## src/rtl/branch_seek_ctrl_pkg.sv

```systemverilog
// Shared types and constants for the bracket-matching branch seeker.
package branch_seek_ctrl_pkg;

    // Seeker FSM states.
    typedef enum logic [2:0] {
        IDLE  = 3'd0,
        REQ   = 3'd1,
        CHECK = 3'd2,
        DONE  = 3'd3,
        ERR   = 3'd4
    } seek_state_t;

    // Instruction word width on the memory read port.
    localparam int INSTR_W = 9;

    // Bracket instructions are full-word encodings with no operand field.
    localparam logic [INSTR_W-1:0] OP_OPEN  = 9'h1FE;
    localparam logic [INSTR_W-1:0] OP_CLOSE = 9'h1FF;

    // Seek direction encodings.
    localparam logic SEEK_FWD = 1'b0;
    localparam logic SEEK_BWD = 1'b1;

    // True when the instruction is an open bracket.
    function automatic logic is_open_op(input logic [INSTR_W-1:0] instr);
        return instr == OP_OPEN;
    endfunction

    // True when the instruction is a close bracket.
    function automatic logic is_close_op(input logic [INSTR_W-1:0] instr);
        return instr == OP_CLOSE;
    endfunction

endpackage

```

## src/rtl/branch_seek_ctrl_depth_ctr.sv

```systemverilog
// Nesting-depth up/down counter. Flags report what the pending step would do:
// ovf_o when an increment would pass the maximum, zero_o when a decrement
// would bring the depth to zero. The count never underflows.
module bracket_depth_ctr #(
    parameter int DEPTH_W = 6
) (
    input  logic clk_i,
    input  logic rst_n_i,
    input  logic load_i,
    input  logic inc_i,
    input  logic dec_i,
    output logic ovf_o,
    output logic zero_o
);

    localparam logic [DEPTH_W-1:0] DEPTH_MAX = '1;

    logic [DEPTH_W-1:0] depth_q;
    logic [DEPTH_W-1:0] depth_d;

    // Next depth and look-ahead flags.
    always_comb begin
        depth_d = depth_q;
        ovf_o   = 1'b0;
        zero_o  = 1'b0;
        if (load_i) begin
            depth_d = DEPTH_W'(1);
        end else if (inc_i && !dec_i) begin
            if (depth_q == DEPTH_MAX) begin
                ovf_o = 1'b1;
            end else begin
                depth_d = depth_q + DEPTH_W'(1);
            end
        end else if (dec_i && !inc_i) begin
            if (depth_q != '0) begin
                depth_d = depth_q - DEPTH_W'(1);
                zero_o  = (depth_q == DEPTH_W'(1));
            end
        end
    end

    // Depth register with synchronous active-low reset.
    always_ff @(posedge clk_i) begin
        if (!rst_n_i) begin
            depth_q <= '0;
        end else begin
            depth_q <= depth_d;
        end
    end

endmodule

```

## src/rtl/branch_seek_ctrl.sv

```systemverilog
// Bracket-matching branch seeker: walks instruction memory from a loop
// bracket, tracking nesting depth, and reports the matching bracket address
// to fetch and to the branch-target cache register.
module branch_seek_ctrl
    import branch_seek_ctrl_pkg::*;
#(
    parameter int PC_W     = 8,
    parameter int DEPTH_W  = 6,
    parameter int MAX_SCAN = 255
) (
    input  logic               clk,
    input  logic               rst_n,
    input  logic               start,
    input  logic               dir,
    input  logic [PC_W-1:0]    start_pc,
    input  logic [INSTR_W-1:0] imem_data,
    output logic [PC_W-1:0]    imem_addr,
    output logic               busy,
    output logic               done,
    output logic               err,
    output logic [PC_W-1:0]    target_pc,
    output logic               cache_we,
    output logic [PC_W-1:0]    cache_wdata
);

    localparam int SCAN_W = $clog2(MAX_SCAN + 1);
    localparam logic [PC_W-1:0]   PC_LAST   = '1;
    localparam logic [SCAN_W-1:0] SCAN_STOP = SCAN_W'(MAX_SCAN);

    seek_state_t       state_q, state_d;
    logic              dir_q, dir_d;
    logic [PC_W-1:0]   addr_q, addr_d;
    logic [PC_W-1:0]   target_q, target_d;
    logic [SCAN_W-1:0] scan_q, scan_d;

    logic is_open, is_close;
    logic depth_load, depth_inc, depth_dec;
    logic depth_ovf, depth_zero;
    logic scan_last, at_edge;

    assign is_open  = is_open_op(imem_data);
    assign is_close = is_close_op(imem_data);

    // Forward seeks nest on opens; backward seeks nest on closes.
    assign depth_load = (state_q == IDLE) && start;
    assign depth_inc  = (state_q == CHECK) && ((dir_q == SEEK_FWD) ? is_open  : is_close);
    assign depth_dec  = (state_q == CHECK) && ((dir_q == SEEK_FWD) ? is_close : is_open);

    assign scan_last = (scan_q + SCAN_W'(1)) == SCAN_STOP;
    assign at_edge   = (dir_q == SEEK_FWD) ? (addr_q == PC_LAST) : (addr_q == '0);

    bracket_depth_ctr #(
        .DEPTH_W (DEPTH_W)
    ) u_depth (
        .clk_i   (clk),
        .rst_n_i (rst_n),
        .load_i  (depth_load),
        .inc_i   (depth_inc),
        .dec_i   (depth_dec),
        .ovf_o   (depth_ovf),
        .zero_o  (depth_zero)
    );

    // Next-state logic: accept start, step the address, resolve match/abort.
    always_comb begin
        state_d  = state_q;
        dir_d    = dir_q;
        addr_d   = addr_q;
        target_d = target_q;
        scan_d   = scan_q;
        unique case (state_q)
            IDLE: begin
                if (start) begin
                    dir_d   = dir;
                    scan_d  = '0;
                    addr_d  = (dir == SEEK_FWD) ? start_pc + PC_W'(1) : start_pc - PC_W'(1);
                    state_d = REQ;
                end
            end
            REQ: begin
                state_d = CHECK;
            end
            CHECK: begin
                scan_d = scan_q + SCAN_W'(1);
                // A match wins over every abort reason on the same cycle.
                if (depth_zero) begin
                    target_d = addr_q;
                    state_d  = DONE;
                end else if (depth_ovf || scan_last || at_edge) begin
                    state_d  = ERR;
                end else begin
                    addr_d  = (dir_q == SEEK_FWD) ? addr_q + PC_W'(1) : addr_q - PC_W'(1);
                    state_d = REQ;
                end
            end
            DONE:    state_d = IDLE;
            ERR:     state_d = IDLE;
            default: state_d = IDLE;
        endcase
    end

    // State and datapath registers with synchronous active-low reset.
    always_ff @(posedge clk) begin
        if (!rst_n) begin
            state_q  <= IDLE;
            dir_q    <= SEEK_FWD;
            addr_q   <= '0;
            target_q <= '0;
            scan_q   <= '0;
        end else begin
            state_q  <= state_d;
            dir_q    <= dir_d;
            addr_q   <= addr_d;
            target_q <= target_d;
            scan_q   <= scan_d;
        end
    end

    assign imem_addr   = addr_q;
    assign busy        = (state_q == REQ) || (state_q == CHECK);
    assign done        = (state_q == DONE);
    assign err         = (state_q == ERR);
    assign target_pc   = target_q;
    assign cache_we    = (state_q == DONE);
    assign cache_wdata = target_q;

endmodule
```

## config.mk

```make
export PLATFORM = sky130hd
export DESIGN_NAME = branch_seek_ctrl
export DESIGN_NICKNAME = d
export VERILOG_FILES = /design/src/rtl/branch_seek_ctrl_pkg.sv /design/src/rtl/branch_seek_ctrl_depth_ctr.sv /design/src/rtl/branch_seek_ctrl.sv
export SDC_FILE = /design/constraint.sdc
export NUM_CORES = 1
export LEC_CHECK = 0
export BUFFER_PORTS_ARGS = -buffer_cell sky130_fd_sc_hd__clkbuf_2
export CAP_MARGIN = 20
export CORE_UTILIZATION = 40
export DETAILED_ROUTE_END_ITERATION = 16
export PLACE_DENSITY = 0.72
export SLEW_MARGIN = 20
export SYNTH_ARGS = -nofsm -noshare
export SYNTH_HDL_FRONTEND = slang
export SYNTH_HIERARCHICAL = 1
export SYNTH_SLANG_ARGS = --single-unit
```

## constraint.sdc

```tcl
create_clock -name clk -period 3.2 [get_ports clk]
set_input_delay 0.64 -clock clk [delete_from_list [all_inputs] [get_ports clk]]
set_output_delay 0.64 -clock clk [all_outputs]
set_load 0.01 [all_outputs]
```

==> metrics <==
Comb power frac 24.9%; Routed Antenna Nets 0; Reg2Reg Setup Slack 0.23 ns; Clk pin slew, worst setup/hold paths 0.06 ns; minimum clock period 2.97 ns; NumNets Final 407; CP Launch Type flip-flop; Cells after DPL 432; share of cells above drive strength 1 21.5%; Least-Margin Pin Slew 0.724 ns; Reg power frac 45.4%; DP HPWL 4430 um; Layout area overhead 14.2%; grt ovf 0; CP Class flip-flop to flip-flop; Syn Nets 364; CTS H-tree depth 2; hold_buf cts 0; status completed; Switching Power 312 uW; Pwr per Cell Area 352 nW/um^2; Internal 721 uW; critical path startpoint state_q[2]$_SDFFE_PN0N_; Finished Core Util 48.3%; Gate Count Post-Synth 321; die area 6740 sq um; clock sinks 34; CORE AREA 6060 sq um; Worst R2R End imem_addr[1]$_SDFFE_PN0P_; die width 82.1 um; GRT Total Usage 18.1%; CP endpoint kind flip-flop; Sw Share 30.2%; postcts setup bufs 0; reg-to-reg startpoint state_q[2]$_SDFFE_PN0N_; sequential share of the synthesized area 26.5%; post-synth cell types 59; leakage power 1.27 nW; most common cell after layout, fill and taps aside clkbuf_2; Slew HR 51.0%; largest net degree at the start of global routing 22; Cell Area, Synth 2560 sq um; Reg2Reg Depth 12; I/O Buffers 48; FF+latch count, synth 34; # diodes 0; max-cap viol count 0; synth warn 6; CTS tree done; initial antenna violation count 0; global-route wire length before repair 9330 um; Worst Clk Skew 0.00511 ns; CP Max Fanout 16; DIE HEIGHT 82.1 um; drt pass-1 iters 4; layout filler cell count 587; via count 2,370; vias in the first global route 2,123; Hold Vio Cnt, Final 0; Detailed Route Iter0 Violations 143; DP Area 2840 sq um; design area 2930 sq um; routed len/inst 13.1 um; Post-Route WL 5730 um; Worst EP required 3.40 ns; Fin Setup TNS 0 ns; Initial Utilization 42.3%; Top Ports 49; Worst Setup EP imem_addr[1]$_SDFFE_PN0P_; maximum vdd drop 0.228 mV; Avg Cell Area, Syn 7.99 sq um; largest buffer count on any clock path 2; FFs w/ async S/R, synth 0%; final worst-path cycle share 92.8%; Clock Tree Root clkbuf_8; setup violators final 0; Via density 5.41; Primary FF master, synth dfxtp_1; fin cells 438; RSZ-0062 raised after global routing no; Worst EP arrival 3.17 ns; Resize count post-CTS 0; power share of the clock group 29.7%; Worst-Skew Late Latency 0.28 ns; row count 28; commonest cells after routing, fill and taps aside clkbuf_2 (48), nand2_1 (44), dfxtp_1 (34); number of synthesized flops with an enable pin 0; FMAX 337 MHz; total CTS buffers 5; WHS 0.472 ns; Placer Congestion 0.815; Post-route DRC 0; Hold WC Path Type flip-flop to flip-flop; Slew Viols, Final 0
logic make-up (layout without fill, tap and decap cells):
| kind of cell | after synthesis | count (layout) | share of synthesized area (%) |
|---|---|---|---|
| simple gates | 131 | 131 | 25.2 |
| compound gates | 84 | 84 | 24.6 |
| flops | 34 | 34 | 26.5 |
| buf+inv | 34 | 76 | 6.63 |
| fa+ha+maj | 22 | 22 | 11.3 |
| xor+xnor | 13 | 13 | 4.44 |
| mux | 3 | 3 | 1.22 |
state kept, by name (all words and copies together), names as in the netlist:
signal and count:
u_depth/depth_q 6, state_q 3, dir_q 1, imem_addr 8, cache_wdata 8, scan_q 8
critical path, stage by stage (launching register included):
cell	delay [ns]
dfxtp_1	0.36
nor2_1	0.19
nand2_1	0.12
or3_1	0.40
nor2b_1	0.17
inv_1	0.06
ha_1	0.19
or4_4	0.48
nor3_2	0.16
nor2_1	0.09
a31o_4	0.31
or2_0	0.21
a21oi_1	0.14
worst min path at each step:
| stage | cells after the start | endpoint | start | slack, ns |
|---|---|---|---|---|
| 5_1_grt | 2 | cache_wdata[5]$_SDFFE_PN0P_ | cache_wdata[5]$_SDFFE_PN0P_ | 0.52 |
| 3_3_place_gp | 2 | cache_wdata[5]$_SDFFE_PN0P_ | cache_wdata[5]$_SDFFE_PN0P_ | 0.46 |
| 2_1_floorplan | 2 | u_depth/depth_q[5]$_SDFFE_PP0P_ | u_depth/depth_q[5]$_SDFFE_PP0P_ | 0.46 |
| 3_5_place_dp | 2 | cache_wdata[2]$_SDFFE_PN0P_ | cache_wdata[2]$_SDFFE_PN0P_ | 0.47 |
| 4_1_cts | 2 | cache_wdata[2]$_SDFFE_PN0P_ | cache_wdata[2]$_SDFFE_PN0P_ | 0.47 |
| 6_report | 2 | cache_wdata[2]$_SDFFE_PN0P_ | cache_wdata[2]$_SDFFE_PN0P_ | 0.47 |
synthesized netlist by cell type, types with 3 or more instances:
library cell,number,area [sq um]
inv_1,14,52.6
ha_1,20,250
o21ai_0,10,50.1
nand2_1,44,165
a21o_1,6,45.0
nor2_1,28,105
nand4_1,5,31.3
o211a_1,4,40.0
clkbuf_1,9,33.8
nor3_1,11,55.1
nor4_1,3,18.8
nand3_1,9,45.0
o21a_1,6,45.0
dfxtp_1,34,681
a21oi_1,26,130
a211oi_1,7,52.6
xor2_1,4,35.0
nand2b_1,3,18.8
xnor2_1,9,78.8
or3_1,6,37.5
nor2b_1,5,31.3
o31a_1,3,26.3
buf_4,9,67.6
power by group through the flow:
stage,registers (mW),clock network [mW],logic (mW)
after floorplan,0.474,0,0.183
after global placement,0.477,0,0.250
after detailed placement,0.477,0,0.257
after CTS,0.468,0.314,0.258
after global routing,0.470,0.333,0.287
final,0.468,0.307,0.257
layout make-up:
type                    count  area, sq um  area share (%)
inverters                  14         52.6            1.79
well taps                  75         93.8            3.20
clock buffers               6         82.6            2.82
multi-input cells         253         1720            58.7
flip-flops and latches     34          681            23.2
repair buffers             56          300            10.3
stage by stage:
step	setup WS [ns]	total power, mW
finish	0.232	1.03
global placement	0.163	0.726
detailed placement	0.0426	0.734
CTS	0.142	1.04
global route	0.0300	1.09
floorplan	0.0622	0.657
routing by layer:
| layer | wire length [um] | track usage [%] | up-vias | part of all wire [%] |
|---|---|---|---|---|
| met3 | 178 | 2.44 | 12 | 3.1 |
| met4 | 133 | 8.42 | 0 | 2.3 |
| met5 | 0 | 0 | - | 0 |
| met2 | 2620 | 30.4 | 51 | 46 |
| met1 | 2800 | 22.5 | 1068 | 49 |
| li1 | - | - | 1239 | - |
(Power assumes the default switching activity.)
